<file path="config.mk">
export PLATFORM = sky130hd
export DESIGN_NAME = stage_sequencer
export DESIGN_NICKNAME = d
export VERILOG_FILES = /design/src/rtl/stage_sequencer.sv
export SDC_FILE = /design/constraint.sdc
export NUM_CORES = 1
export LEC_CHECK = 0
export BUFFER_PORTS_ARGS = -buffer_cell sky130_fd_sc_hd__buf_2
export CORE_MARGIN = 5
export CORE_UTILIZATION = 54
export DETAILED_ROUTE_END_ITERATION = 16
export PLACE_DENSITY = 0.82
export SLEW_MARGIN = 40
export SYNTH_ARGS = -nofsm -noshare
export SYNTH_HDL_FRONTEND = slang
export SYNTH_SLANG_ARGS = --single-unit
</file>
<file path="constraint.sdc">
create_clock -name Clock -period 2.7 [get_ports Clock]
set_input_delay 0.27 -clock Clock [delete_from_list [all_inputs] [get_ports Clock]]
set_output_delay 0.27 -clock Clock [all_outputs]
set_load 0.005 [all_outputs]
</file>
<file path="src/rtl/stage_sequencer.sv">
// Five-stage instruction sequencer: drives the Stage code and NOP_FLAG for the
// stage-enable decoder, with free-run, single-step, sticky halt and a retire counter.
module stage_sequencer #(
    parameter int unsigned                 OPCODE_WIDTH = 4,
    parameter logic [OPCODE_WIDTH-1:0]     NOP_OPCODE   = '0,
    parameter int unsigned                 ICOUNT_WIDTH = 16
) (
    input  logic                    Clock,
    input  logic                    Resetn,
    input  logic                    Run,
    input  logic                    Step,
    input  logic                    Halt_Req,
    input  logic [OPCODE_WIDTH-1:0] Opcode_In,
    output logic [2:0]              Stage,
    output logic                    NOP_FLAG,
    output logic                    Running,
    output logic                    Halted,
    output logic                    Instr_Done,
    output logic [ICOUNT_WIDTH-1:0] Instr_Count
);

    typedef enum logic [1:0] {
        MODE_IDLE,
        MODE_RUN,
        MODE_STEP,
        MODE_HALTED
    } mode_t;

    typedef enum logic [2:0] {
        ST_NONE      = 3'd0,
        ST_FETCH     = 3'd1,
        ST_DECODE    = 3'd2,
        ST_EXECUTE   = 3'd3,
        ST_MEMORY    = 3'd4,
        ST_WRITEBACK = 3'd5
    } stage_t;

    localparam logic [ICOUNT_WIDTH-1:0] ICOUNT_ONE = {{(ICOUNT_WIDTH-1){1'b0}}, 1'b1};

    stage_t                  stage_q;
    mode_t                   mode_q;
    logic                    halt_latch;
    logic                    nop_latch;
    logic [ICOUNT_WIDTH-1:0] icount_q;
    logic                    is_nop;

    assign is_nop = (Opcode_In == NOP_OPCODE);

    always_ff @(posedge Clock or negedge Resetn) begin
        if (!Resetn) begin
            stage_q    <= ST_NONE;
            mode_q     <= MODE_IDLE;
            halt_latch <= 1'b0;
            nop_latch  <= 1'b0;
            icount_q   <= '0;
        end else begin
            if (stage_q != ST_NONE && Halt_Req)
                halt_latch <= 1'b1;

            case (stage_q)
                ST_NONE: begin
                    if (mode_q != MODE_HALTED) begin
                        if (Halt_Req) begin
                            mode_q <= MODE_HALTED;
                        end else if (Run) begin
                            stage_q <= ST_FETCH;
                            mode_q  <= MODE_RUN;
                        end else if (Step) begin
                            stage_q <= ST_FETCH;
                            mode_q  <= MODE_STEP;
                        end else begin
                            mode_q <= MODE_IDLE;
                        end
                    end
                end
                ST_FETCH:   stage_q <= ST_DECODE;
                ST_DECODE: begin
                    stage_q   <= ST_EXECUTE;
                    nop_latch <= is_nop;
                end
                ST_EXECUTE: stage_q <= ST_MEMORY;
                ST_MEMORY:  stage_q <= ST_WRITEBACK;
                ST_WRITEBACK: begin
                    icount_q <= icount_q + ICOUNT_ONE;
                    // A halt request on this very edge still wins over back-to-back run.
                    if (halt_latch || Halt_Req) begin
                        stage_q <= ST_NONE;
                        mode_q  <= MODE_HALTED;
                    end else if (mode_q == MODE_RUN && Run) begin
                        stage_q <= ST_FETCH;
                    end else begin
                        stage_q <= ST_NONE;
                        mode_q  <= MODE_IDLE;
                    end
                end
                default: begin
                    stage_q <= ST_NONE;
                    mode_q  <= MODE_IDLE;
                end
            endcase
        end
    end

    always_comb begin
        NOP_FLAG = 1'b0;
        case (stage_q)
            ST_DECODE:                          NOP_FLAG = is_nop;
            ST_EXECUTE, ST_MEMORY, ST_WRITEBACK: NOP_FLAG = nop_latch;
            default:                            NOP_FLAG = 1'b0;
        endcase
    end

    assign Stage       = stage_q;
    assign Running     = (stage_q != ST_NONE);
    assign Instr_Done  = (stage_q == ST_WRITEBACK);
    assign Halted      = (mode_q == MODE_HALTED);
    assign Instr_Count = icount_q;

endmodule

</file>
==> load_flow_metrics.sql <==
INSERT INTO impl_metrics (metric_group, metric, value, unit) VALUES
('run_status', 'outcome', 'finished clean', ''),
('grt', 'antenna_found_initial', '0', ''),
('grt', 'track_usage', '15.9', '%'),
('cts', 'cts_tree', 'yes', ''),
('flow_run', 'drv_cap', '0', ''),
('route', 'avgViaCountPerCell', '5.32', ''),
('synthesis', 'yosysSeqAreaShare', '49.7', '%'),
('timing', 'report.final.hold_viol_count', '0', ''),
('placed_design', 'place_congestion', '0.857', ''),
('timing', 'slew_violations', '0', ''),
('final_layout', 'diodes', '0', ''),
('critical_path', 'worst_r2r_endpoint', 'Instr_Count[9]', ''),
('timing', 'grt_setup_unrepaired', 'false', ''),
('timing', 'final.setup.tns', '0', 'ns'),
('synthesis', 'yosys_register_bits', '23', ''),
('synthesis', 'synth.lib_cells_used.distinct', '34', ''),
('timing', 'post-route-worst-setup-slack', '0.955', 'ns'),
('route', 'antenna_violating_nets_post_route', '0', ''),
('cts', 'cts_setup_buffers', '0', ''),
('route', 'drcViolationCount', '0', ''),
('synthesis', 'postSynthCellCount', '105', ''),
('floorplanning', 'initial_core_util', '57.8', '%'),
('timing', 'min_period', '1.74', 'ns'),
('power_and_ir_drop', 'powerDensity', '745', 'nW/um^2'),
('critical_path', 'crit-reg2reg-launch', 'Stage[2]', ''),
('route', 'initialDrtViolationCount', '11', ''),
('grt', 'grt_pass1_wl', '4.07', 'mm'),
('critical_path', 'regToRegSetupSlack', '1.05', 'ns'),
('placed_design', 'placement.setup.worst_slack', '0.975', 'ns'),
('placed_design', 'placed_cell_area', '1320', 'sq um'),
('synthesis', 'postSynthAreaPerCell', '11.0', 'sq um'),
('timing', 'timing.clock.skew', '0.00500', 'ns'),
('timing', 'worstMarginPinSlew', '0.505', 'ns'),
('power_and_ir_drop', 'vdd_drop_max', '0.445', 'mV'),
('grt', 'grt_remaining_overflow', '0', ''),
('floorplanning', 'core', '2000', 'sq um'),
('cts', 'clk_pin_slew_worst_setup_hold_paths', '0.12', 'ns'),
('timing', 'finalCritPeriodShare', '64.6', '%'),
('synthesis', 'synth_warnings', '0', ''),
('placed_design', 'dpl.hpwl', '1.67', 'mm'),
('worst_hold_path', 'timing.hold.worst.start', 'Halt_Req', ''),
('placed_design', 'port_buffers', '31', ''),
('synthesis', 'share_of_async_settable_or_async_resettable_flops_after_synthesis', '100', '%'),
('route', 'drt-pass1-iter-count', '4', ''),
('cts', 'hold_buffers', '1', ''),
('cts', 'htree_levels', '1', ''),
('final_layout', 'layout.cell_area.non_filler', '1350', 'sq um'),
('cts', 'clk-insertion-delay-late', '0.30', 'ns'),
('route', 'met3WireLength', '124', 'microns'),
('grt', 'via_count_of_the_first_global_routing_pass', '931', ''),
('floorplanning', 'pin_count', '32', ''),
('floorplanning', 'die_w', '56.3', 'microns'),
('synthesis', 'dominantRegCellSynth', 'dfrtp_1', ''),
('timing', 'timing.fmax', '573', 'MHz'),
('final_layout', 'area_growth', '16.9', '%'),
('final_layout', 'finalNetCount', '148', ''),
('grt', 'largest_net_degree_at_the_start_of_global_routing', '24', ''),
('critical_path', 'critical_path.top_delay_family', 'flip-flops', ''),
('floorplanning', 'die-height', '56.3', 'microns'),
('critical_path', 'critPathKind', 'reg -> out', ''),
('critical_path', 'required', '2.43', 'ns'),
('final_layout', 'layout-drive-gt1-share', '29.2', '%'),
('cts', 'clock-root-buffer', 'clkbuf_4', ''),
('floorplanning', 'die_area', '3170', 'sq um'),
('cts', 'maximum_clock_insertion_buffer_count', '2', ''),
('cts', 'cts_buffers', '3', ''),
('route', 'wire_per_inst', '13.4', 'microns'),
('critical_path', 'worst_setup_path_start_kind', 'flip-flop', ''),
('route', 'wl_met1', '943', 'microns'),
('critical_path', 'path_buf_inv', '1', ''),
('critical_path', 'slowest_stage', 'dfrtp_1', '');
==> layer usage <==
layer,vias to the layer above,global-route usage (%)
met5,-,0
met4,0,5.08
met3,2,4.13
met2,20,28.7
met1,421,18.2
li1,429,-
==> state kept, by name, indices dropped and copies added, names as in the netlist <==
name         cells
halt_latch       1
mode_q           2
Stage            3
nop_latch        1
Instr_Count     16
==> layout by cell type, fill, tap and decap left out, types with 3 or more instances in the layout <==
master    count
xor2_1        5
inv_1         4
dfrtp_1      23
nor2_1        6
nand2_1      10
clkbuf_4      3
xnor2_1      11
a21oi_1       6
o31ai_1       3
nand4_1       4
buf_2        31
==> worst register-to-register path: cells and delay by family (launching register included) <==
kind / cells / cell delay (ns)
flops: 1 / 0.65
simple gates: 3 / 0.76
xor+xnor: 1 / 0.15
==> metrics by stage <==
stage | hold slack [ns] | util [%] | power, mW
2_1_floorplan | -0.0256 | - | 0.772
3_3_place_gp | 0.263 | 65.8 | 0.853
3_5_place_dp | 0.272 | 65.8 | 0.864
4_1_cts | 0.239 | 67.6 | 1.02
5_1_grt | 0.247 | 67.6 | 1.09
6_report | 0.255 | 67.6 | 1.01
==> final cells by class <==
| class | instances | area (sq um) |
|---|---|---|
| flip-flops and latches | 23 | 576 |
| well taps | 27 | 33.8 |
| multi-input cells | 74 | 537 |
| inverters | 4 | 15.0 |
| repair buffers | 32 | 165 |
| fillers | 174 | 649 |
| clock buffers | 4 | 26.3 |
==> Yosys cell counts, drive strengths merged (2+ instances only) <==
cell type | instances | area share (%)
a21oi | 6 | 2.6
o31ai | 3 | 1.9
a21o | 2 | 1.3
o21bai | 2 | 1.3
and3 | 2 | 1.1
dfrtp | 23 | 50
nand2 | 10 | 3.2
xor2 | 5 | 3.8
and4 | 2 | 1.5
nand3 | 2 | 0.86
nor2 | 6 | 1.9
xnor2 | 11 | 8.3
nor3 | 2 | 1.8
inv | 4 | 1.3
buf | 3 | 2.3
nand4 | 4 | 2.2
o21ai | 2 | 0.86
and3b | 2 | 1.5
or3 | 2 | 1.5
==> logic make-up (layout without fill, tap and decap cells) <==
logic type / count (synthesis) / after routing / share of synthesized area, %
fa+ha+maj: 1 / 1 / 1.08
compound gates: 18 / 18 / 10.1
simple gates: 37 / 37 / 21.3
flops: 23 / 23 / 49.7
mux: 2 / 2 / 1.84
buf+inv: 8 / 40 / 3.89
xor+xnor: 16 / 16 / 12.1
==> where the power goes <==
| part | internal, mW | leakage [nW] | switching, mW |
|---|---|---|---|
| combinational | 0.181 | 0.418 | 0.155 |
| clock | 0.0575 | 0.0150 | 0.0940 |
| sequential | 0.407 | 0.305 | 0.114 |
| total | 0.645 | 0.738 | 0.363 |
==> worst max path at each step <==
stage / slack, ns / endpoint / start / cells past startpoint
finish: 0.96 / Running / Stage[2] / 2
global route: 0.88 / Instr_Done / Stage[2] / 2
CTS: 0.96 / Running / Stage[2] / 2
detailed placement: 0.98 / NOP_FLAG / Opcode_In[1] / 6
global placement: 1.07 / NOP_FLAG / Opcode_In[1] / 6
floorplan: 1.25 / Instr_Count[9] / Stage[1] / 5
(Power assumes the default switching activity.)
